[config.mk]
export PLATFORM = sky130hd
export DESIGN_NAME = uart_tx_fifo_flat
export DESIGN_NICKNAME = d
export VERILOG_FILES = /design/src/rtl/uart_tx_fifo_if.sv /design/src/rtl/uart_tx_fifo.sv /design/src/flat_wrapper.sv
export SDC_FILE = /design/constraint.sdc
export NUM_CORES = 1
export LEC_CHECK = 0
export ABC_AREA = 1
export CORE_MARGIN = 2
export CORE_UTILIZATION = 50
export DETAILED_ROUTE_END_ITERATION = 6
export PLACE_DENSITY = 0.68
export SETUP_SLACK_MARGIN = 0.1
export SLEW_MARGIN = 25
export SYNTH_ARGS = -nofsm -noshare
export SYNTH_HDL_FRONTEND = slang
export SYNTH_SLANG_ARGS = --single-unit
[constraint.sdc]
create_clock -name clock -period 3.4 [get_ports clock]
set_input_delay 0.34 -clock clock [delete_from_list [all_inputs] [get_ports clock]]
set_output_delay 0.34 -clock clock [all_outputs]
set_load 0.01 [all_outputs]
[src/rtl/uart_tx_fifo_if.sv]
// MMIO bus bundle between the CPU-side bus master and the UART TX block.
// Signals: mmio_addr, mmio_wdata, mmio_we, mmio_req, mmio_done, mmio_rdata.
interface uart_tx_fifo_if;
   logic [15:0] mmio_addr;
   logic [7:0]  mmio_wdata;
   logic        mmio_we;
   logic        mmio_req;
   logic        mmio_done;
   logic [7:0]  mmio_rdata;

   modport master (
      output mmio_addr, mmio_wdata, mmio_we, mmio_req,
      input  mmio_done, mmio_rdata
   );

   modport slave (
      input  mmio_addr, mmio_wdata, mmio_we, mmio_req,
      output mmio_done, mmio_rdata
   );
endinterface

[src/rtl/uart_tx_fifo.sv]
// MMIO UART transmitter with TX FIFO and status register.
// Ports: clock, reset (async active-low), bus (MMIO slave), tx, tx_busy.
// Optional parity bit: define UART_PARITY_EN (adds parameter PARITY_ODD).
`ifndef MMIO_ADDR_UART
`define MMIO_ADDR_UART 16'hFF10
`endif

module uart_tx_fifo #(
   parameter int          DELAY_FRAMES = 234,
   parameter int          DATA_BITS    = 8,
   parameter int          STOP_BITS    = 1,
   parameter int          FIFO_DEPTH   = 16,
   parameter logic [15:0] DATA_ADDR    = `MMIO_ADDR_UART,
   parameter logic [15:0] STATUS_ADDR  = `MMIO_ADDR_UART + 16'd1
`ifdef UART_PARITY_EN
   ,
   parameter bit          PARITY_ODD   = 1'b0
`endif
) (
   input  logic          clock,
   input  logic          reset,
   uart_tx_fifo_if.slave bus,
   output logic          tx,
   output logic          tx_busy
);

   localparam int AW     = $clog2(FIFO_DEPTH);
   localparam int CW     = AW + 1;
   localparam int BAUD_W = $clog2(DELAY_FRAMES);
   localparam int BIT_W  = $clog2(DATA_BITS);

   localparam logic [BAUD_W-1:0] BAUD_LAST = BAUD_W'(DELAY_FRAMES - 1);
   localparam logic [BIT_W-1:0]  BIT_LAST  = BIT_W'(DATA_BITS - 1);
   localparam logic [BIT_W-1:0]  STOP_LAST = BIT_W'(STOP_BITS - 1);
   localparam logic [CW-1:0]     DEPTH_C   = CW'(FIFO_DEPTH);

   typedef enum logic [2:0] {
      S_IDLE,
      S_START,
      S_DATA,
`ifdef UART_PARITY_EN
      S_PARITY,
`endif
      S_STOP
   } state_t;

   // FIFO storage and pointers
   logic [DATA_BITS-1:0] mem_q [FIFO_DEPTH];
   logic [AW-1:0]        wr_ptr_q, wr_ptr_d;
   logic [AW-1:0]        rd_ptr_q, rd_ptr_d;
   logic [CW-1:0]        count_q, count_d;
   logic                 full, empty;
   logic                 push, pop;
   logic [DATA_BITS-1:0] head;

   // MMIO handshake
   logic       hit_data, hit_stat;
   logic       accept;
   logic       ack_q, ack_d;
   logic       done_q, done_d;
   logic [7:0] rdata_q, rdata_d;
   logic [7:0] status;
   logic [8:0] cnt_ext;
   logic [4:0] cnt_sat;

   // Serialiser
   state_t               state_q;
   logic [BAUD_W-1:0]    baud_q;
   logic [BIT_W-1:0]     bit_q;
   logic [DATA_BITS-1:0] shift_q;
   logic                 tx_q;
   logic                 baud_end;
`ifdef UART_PARITY_EN
   logic                 par_q;
`endif

   assign full     = (count_q == DEPTH_C);
   assign empty    = (count_q == '0);
   assign head     = mem_q[rd_ptr_q];
   assign baud_end = (baud_q == BAUD_LAST);

   // Pop from idle, or at the very end of the last stop period so the
   // next frame starts with no gap.
   assign pop = !empty &&
                ((state_q == S_IDLE) ||
                 (state_q == S_STOP && baud_end && bit_q == STOP_LAST));

   assign tx      = tx_q;
   assign tx_busy = (state_q != S_IDLE) || !empty;

   assign bus.mmio_done  = done_q;
   assign bus.mmio_rdata = rdata_q;

   always_comb begin
      cnt_ext = 9'(count_q);
      cnt_sat = (cnt_ext > 9'd31) ? 5'd31 : cnt_ext[4:0];
      status  = {cnt_sat, full, empty, tx_busy};
   end

   // ack_q blocks a second transaction until req has dropped.
   always_comb begin
      hit_data = (bus.mmio_addr == DATA_ADDR);
      hit_stat = (bus.mmio_addr == STATUS_ADDR);
      accept   = 1'b0;
      push     = 1'b0;
      rdata_d  = '0;
      if (bus.mmio_req && !ack_q) begin
         unique case (1'b1)
            hit_data && bus.mmio_we: begin
               // a full FIFO still takes the byte if a pop frees a slot
               accept = !full || pop;
               push   = accept;
            end
            hit_data && !bus.mmio_we: accept = 1'b1;
            hit_stat: begin
               accept = 1'b1;
               if (!bus.mmio_we) rdata_d = status;
            end
            default: accept = 1'b0;
         endcase
      end
      done_d = accept;
      ack_d  = bus.mmio_req ? (ack_q | accept) : 1'b0;
   end

   always_comb begin
      wr_ptr_d = push ? wr_ptr_q + 1'b1 : wr_ptr_q;
      rd_ptr_d = pop  ? rd_ptr_q + 1'b1 : rd_ptr_q;
      count_d  = count_q + CW'(push) - CW'(pop);
   end

   always_ff @(posedge clock) begin
      if (push) mem_q[wr_ptr_q] <= bus.mmio_wdata[DATA_BITS-1:0];
   end

   always_ff @(posedge clock or negedge reset) begin
      if (!reset) begin
         wr_ptr_q <= '0;
         rd_ptr_q <= '0;
         count_q  <= '0;
         ack_q    <= 1'b0;
         done_q   <= 1'b0;
         rdata_q  <= '0;
      end else begin
         wr_ptr_q <= wr_ptr_d;
         rd_ptr_q <= rd_ptr_d;
         count_q  <= count_d;
         ack_q    <= ack_d;
         done_q   <= done_d;
         rdata_q  <= rdata_d;
      end
   end

   always_ff @(posedge clock or negedge reset) begin
      if (!reset) begin
         state_q <= S_IDLE;
         baud_q  <= '0;
         bit_q   <= '0;
         shift_q <= '0;
         tx_q    <= 1'b1;
`ifdef UART_PARITY_EN
         par_q   <= 1'b0;
`endif
      end else begin
         baud_q <= baud_end ? '0 : baud_q + 1'b1;
         unique case (state_q)
            S_IDLE: begin
               baud_q <= '0;
               bit_q  <= '0;
               tx_q   <= 1'b1;
               if (pop) begin
                  state_q <= S_START;
                  shift_q <= head;
                  tx_q    <= 1'b0;
`ifdef UART_PARITY_EN
                  par_q   <= (^head) ^ PARITY_ODD;
`endif
               end
            end
            S_START: begin
               if (baud_end) begin
                  state_q <= S_DATA;
                  tx_q    <= shift_q[0];
               end
            end
            S_DATA: begin
               if (baud_end) begin
                  if (bit_q == BIT_LAST) begin
                     bit_q <= '0;
`ifdef UART_PARITY_EN
                     state_q <= S_PARITY;
                     tx_q    <= par_q;
`else
                     state_q <= S_STOP;
                     tx_q    <= 1'b1;
`endif
                  end else begin
                     bit_q   <= bit_q + 1'b1;
                     shift_q <= shift_q >> 1;
                     tx_q    <= shift_q[1];
                  end
               end
            end
`ifdef UART_PARITY_EN
            S_PARITY: begin
               if (baud_end) begin
                  state_q <= S_STOP;
                  tx_q    <= 1'b1;
               end
            end
`endif
            S_STOP: begin
               if (baud_end) begin
                  if (bit_q == STOP_LAST) begin
                     bit_q <= '0;
                     if (pop) begin
                        state_q <= S_START;
                        shift_q <= head;
                        tx_q    <= 1'b0;
`ifdef UART_PARITY_EN
                        par_q   <= (^head) ^ PARITY_ODD;
`endif
                     end else begin
                        state_q <= S_IDLE;
                     end
                  end else begin
                     bit_q <= bit_q + 1'b1;
                  end
               end
            end
            default: begin
               state_q <= S_IDLE;
               tx_q    <= 1'b1;
            end
         endcase
      end
   end

endmodule

[src/flat_wrapper.sv]
// flat-port wrapper written by rule: the top's interface ports become plain ports
module uart_tx_fifo_flat 
#(
   parameter int          DELAY_FRAMES = 234,
   parameter int          DATA_BITS    = 8,
   parameter int          STOP_BITS    = 1,
   parameter int          FIFO_DEPTH   = 16,
   parameter logic [15:0] DATA_ADDR    = `MMIO_ADDR_UART,
   parameter logic [15:0] STATUS_ADDR  = `MMIO_ADDR_UART + 16'd1

)
  (clock, reset, tx, tx_busy, bus_mmio_addr, bus_mmio_wdata, bus_mmio_we, bus_mmio_req, bus_mmio_done, bus_mmio_rdata);
  uart_tx_fifo_if bus_i ();
  input  logic clock;
  input  logic reset;
  output logic tx;
  output logic tx_busy;
  input wire logic [$bits(bus_i.mmio_addr)-1:0] bus_mmio_addr;
  input wire logic [$bits(bus_i.mmio_wdata)-1:0] bus_mmio_wdata;
  input wire logic [$bits(bus_i.mmio_we)-1:0] bus_mmio_we;
  input wire logic [$bits(bus_i.mmio_req)-1:0] bus_mmio_req;
  output wire logic [$bits(bus_i.mmio_done)-1:0] bus_mmio_done;
  output wire logic [$bits(bus_i.mmio_rdata)-1:0] bus_mmio_rdata;
  assign bus_i.mmio_addr = bus_mmio_addr;
  assign bus_i.mmio_wdata = bus_mmio_wdata;
  assign bus_i.mmio_we = bus_mmio_we;
  assign bus_i.mmio_req = bus_mmio_req;
  assign bus_mmio_done = bus_i.mmio_done;
  assign bus_mmio_rdata = bus_i.mmio_rdata;
  uart_tx_fifo #(.DELAY_FRAMES(DELAY_FRAMES), .DATA_BITS(DATA_BITS), .STOP_BITS(STOP_BITS), .FIFO_DEPTH(FIFO_DEPTH), .DATA_ADDR(DATA_ADDR), .STATUS_ADDR(STATUS_ADDR)) u_core (.clock(clock), .reset(reset), .bus(bus_i), .tx(tx), .tx_busy(tx_busy));
endmodule
==> reports/qor.yml <==
drc: 0
postSynthAreaPerCell_um2: 10.55
detailroute.via_count: 5227
worst_setup_hold_path_clk_slew_ns: 0.07
critical-path-top-delay-family: "adder cells"
ir_drop_mv: 0.3552
areaGrowthSynthToFinish_pct: 16.58
final_setup_vio_count: 0
leakagePower_nw: 3.685
p_switching_uw: 974.6
design.die.area_um2: 16410
report.final.slew_viol_count: 0
core-area_um2: 15150
clockBufferDepth: 2
intPower_mw: 3.462
fp-row-count: 45
worstPathBufferInverterCount: 4
grt_antenna_before_repair: 0
cts.htree.levels: 4
run_status: "complete, no violations"
number_of_synthesized_flops_with_an_enable_pin: 128
timing.final.crit_period_ns: 2.924
drive_above_1_share_pct: 9.925
grt_remaining_overflow: 0
die_w_um: 128.1
post-dp-hpwl_um: 10190
worst_skew_pair.late_latency_ns: 0.43
netlist.area_leader.share_pct: 49.93
cts-buffers-inserted: 17
synth_area_leaders: "edfxtp_1, dfrtp_1, nor2_1"
max_cap_viol_count: 0
cp-start-kind: "register"
grt_usage_pct: 20.72
die_h_um: 128.1
maxClockFrequency_mhz: 342.0
io_pins: 39
cts_setup_buffers: 0
synth.net_count: 779
final_hold_viol_count: 0
final.fill_count: 1214
synth.cells.most_frequent: "nor2_1, edfxtp_1, nand2_1"
synth.most_common_cell: "nor2_1"
postSynthCellCount: 730
worstHoldPathType: "in -> async"
worstSetupPathType: "reg -> reg"
detail_route.wl_per_cell_um: 16.11
cp_cell_sequence: "inv_1 -> ha_1 -> inv_1 -> nand2_4 -> nand2_1 -> nand2_2 -> nand2_2 -> ha_1 -> inv_1 -> ha_1 -> inv_1 -> fa_1 -> o21ai_0 -> xor2_1"
worst_clock_skew_ns: 0.01465
clock_power_share_pct: 45.1
cp_slowest_stage_delay_ns: 0.41
layout.nets: 832
async_reset_ff_share_pct: 26.01
dr.pass1.iters: 5
antenna_left: 0
p_sw_share_pct: 21.97
ys_dominant_reg_cell: "edfxtp_1"
worst-endpoint-required_ns: 3.74
sequentialPowerShare_pct: 51.7
worst_path_most_repeated_cell: "inv_1"
relSlewSlack_pct: 41.82
portBuffers: 38
finalSetupTns_ns: 0
synth_top_area_cell: "edfxtp_1"
tightest_slew_ns: 0.8715
grt_setup_unrepaired: "no"
post_cts_resized: 0
setup_ws_ns: 0.4760
drt-initial-drc-count: 442
wire_length_reported_by_the_detailed_router_um: 15850
grt_start_max_net_pins: 86
tritoncts: "done"
count_of_cell_types_in_the_netlist: 36
synthesis.area_um2: 7699
critical_path_arrival_ns: 3.27
worst_setup_path_end_kind: "register"
initial_cell_density_of_the_core_pct: 50.83
worst-path-max-fanout: 9
synth_seq_area_share_pct: 64.57
drt-vias-per-instance: 5.312
ys.warnings.count: 0
antennaDiodeCount: 0
finalCritPeriodShare_pct: 86.00
synth-seq-cells: 173
clock_tree_sinks: 173
ctsRootBufferMaster: "clkbuf_16"
power.density_nw_per_um2: 494.3
crit_path_top_delay_cell: "dfrtp_1"
via_count_of_the_first_global_routing_pass: 5186
combPwrFrac_pct: 3.2
dp_slack_ns: 0.2813
place.gp.congestion: 0.8322
grt_pass1_wl_um: 25960
[cells in the final DEF, fill, tap and decap left out, types with 17 or more instances in the layout]
cell	n
nand3_1	64
inv_1	61
nand2_1	112
clkbuf_16	17
buf_4	21
dfrtp_1	43
ha_1	20
nor2_1	137
o211ai_1	17
edfxtp_1	128
clkdlybuf4s50_1	37
o21ai_0	54
[state kept, by name, indices dropped and copies added, names as in the netlist]
name                   cells
u_core.bit_q               3
u_core.rd_ptr_q            4
u_core.state_q             2
u_core.shift_q             8
u_core.cnt_sat             5
u_core.bus.mmio_done       1
u_core.ack_q               1
u_core.wr_ptr_q            4
u_core.baud_q              8
u_core.mem_q             128
u_core.tx                  1
u_core.bus.mmio_rdata      8
[timing repair]
item	in CTS	in global routing
setup endpoints to repair	0	0
hold endpoints to repair	0	44
hold buffers	0	1
[worst register-to-register path, delay by kind of cell (launching register included)]
| kind | cells | cell delay [ns] |
|---|---|---|
| flops | 1 | 0.41 |
| xor+xnor | 1 | 0.20 |
| compound gates | 1 | 0.30 |
| buf+inv | 4 | 0.36 |
| fa+ha+maj | 4 | 1.09 |
| simple gates | 4 | 0.47 |
[area by class of cell]
| cell class | count | area, um^2 | share of cell area, % |
|---|---|---|---|
| clock buffers | 17 | 425.4 | 4.740 |
| repair buffers | 59 | 538.0 | 5.995 |
| clock inverters | 15 | 197.7 | 2.203 |
| flip-flops and latches | 173 | 4972 | 55.40 |
| inverters | 67 | 251.5 | 2.802 |
| multi-input cells | 465 | 2355 | 26.24 |
| well taps | 188 | 235.2 | 2.621 |
[final timing paths]
path,from,endpoint,slack [ns],cells past startpoint
setup / recovery,u_core.state_q[1],u_core.cnt_sat[4],0.48,14
hold reg to reg,u_core.shift_q[6],u_core.shift_q[6],0.48,2
min in group clock,bus_mmio_req,u_core.ack_q,0.45,3
hold / removal,reset,u_core.shift_q[7],0.45,2
max in group asynchronous,reset,u_core.rd_ptr_q[0],2.52,2
setup reg to reg,u_core.state_q[1],u_core.cnt_sat[4],0.48,14
[cells by family (layout without fill, tap and decap cells)]
kind of cell,after synthesis,count (layout),synth area share (%)
simple gates,347,347,19.39
flops,173,173,64.57
buf+inv,92,158,4.843
compound gates,85,85,6.322
fa+ha+maj,21,21,3.510
xor+xnor,12,12,1.365
[through the flow]
| stage | cell area, um^2 | hold slack [ns] | power (mW) | util, % | cells |
|---|---|---|---|---|---|
| 3_3_place_gp | 8339 | 0.4625 | 2.468 | 55.06 | 951 |
| 2_1_floorplan | 7699 | 0.04441 | 2.395 | - | 730 |
| 6_report | 8975 | 0.4526 | 4.437 | 59.26 | 984 |
| 4_1_cts | 8962 | 0.1204 | 4.462 | 59.17 | 983 |
| 5_1_grt | 8975 | 0.4613 | 4.569 | 59.26 | 984 |
| 3_5_place_dp | 8339 | 0.4656 | 2.481 | 55.06 | 951 |
[layer usage]
layer | global-route usage, % | vias to the layer above | routed length (um)
met5 | 0 | - | 0
met4 | 7.757 | 0 | 333
met3 | 4.090 | 21 | 659
met2 | 35.17 | 120 | 7906
met1 | 26.52 | 2525 | 6954
li1 | - | 2561 | -
[power groups by stage]
stage	Combinational (mW)	Sequential (mW)	Clock [mW]
after floorplan	0.0587	2.34	0
after global placement	0.130	2.34	0
after detailed placement	0.142	2.34	0
after CTS	0.142	2.29	2.03
after global routing	0.159	2.29	2.12
final	0.142	2.29	2.00
Power figures use the tool's default switching activity.
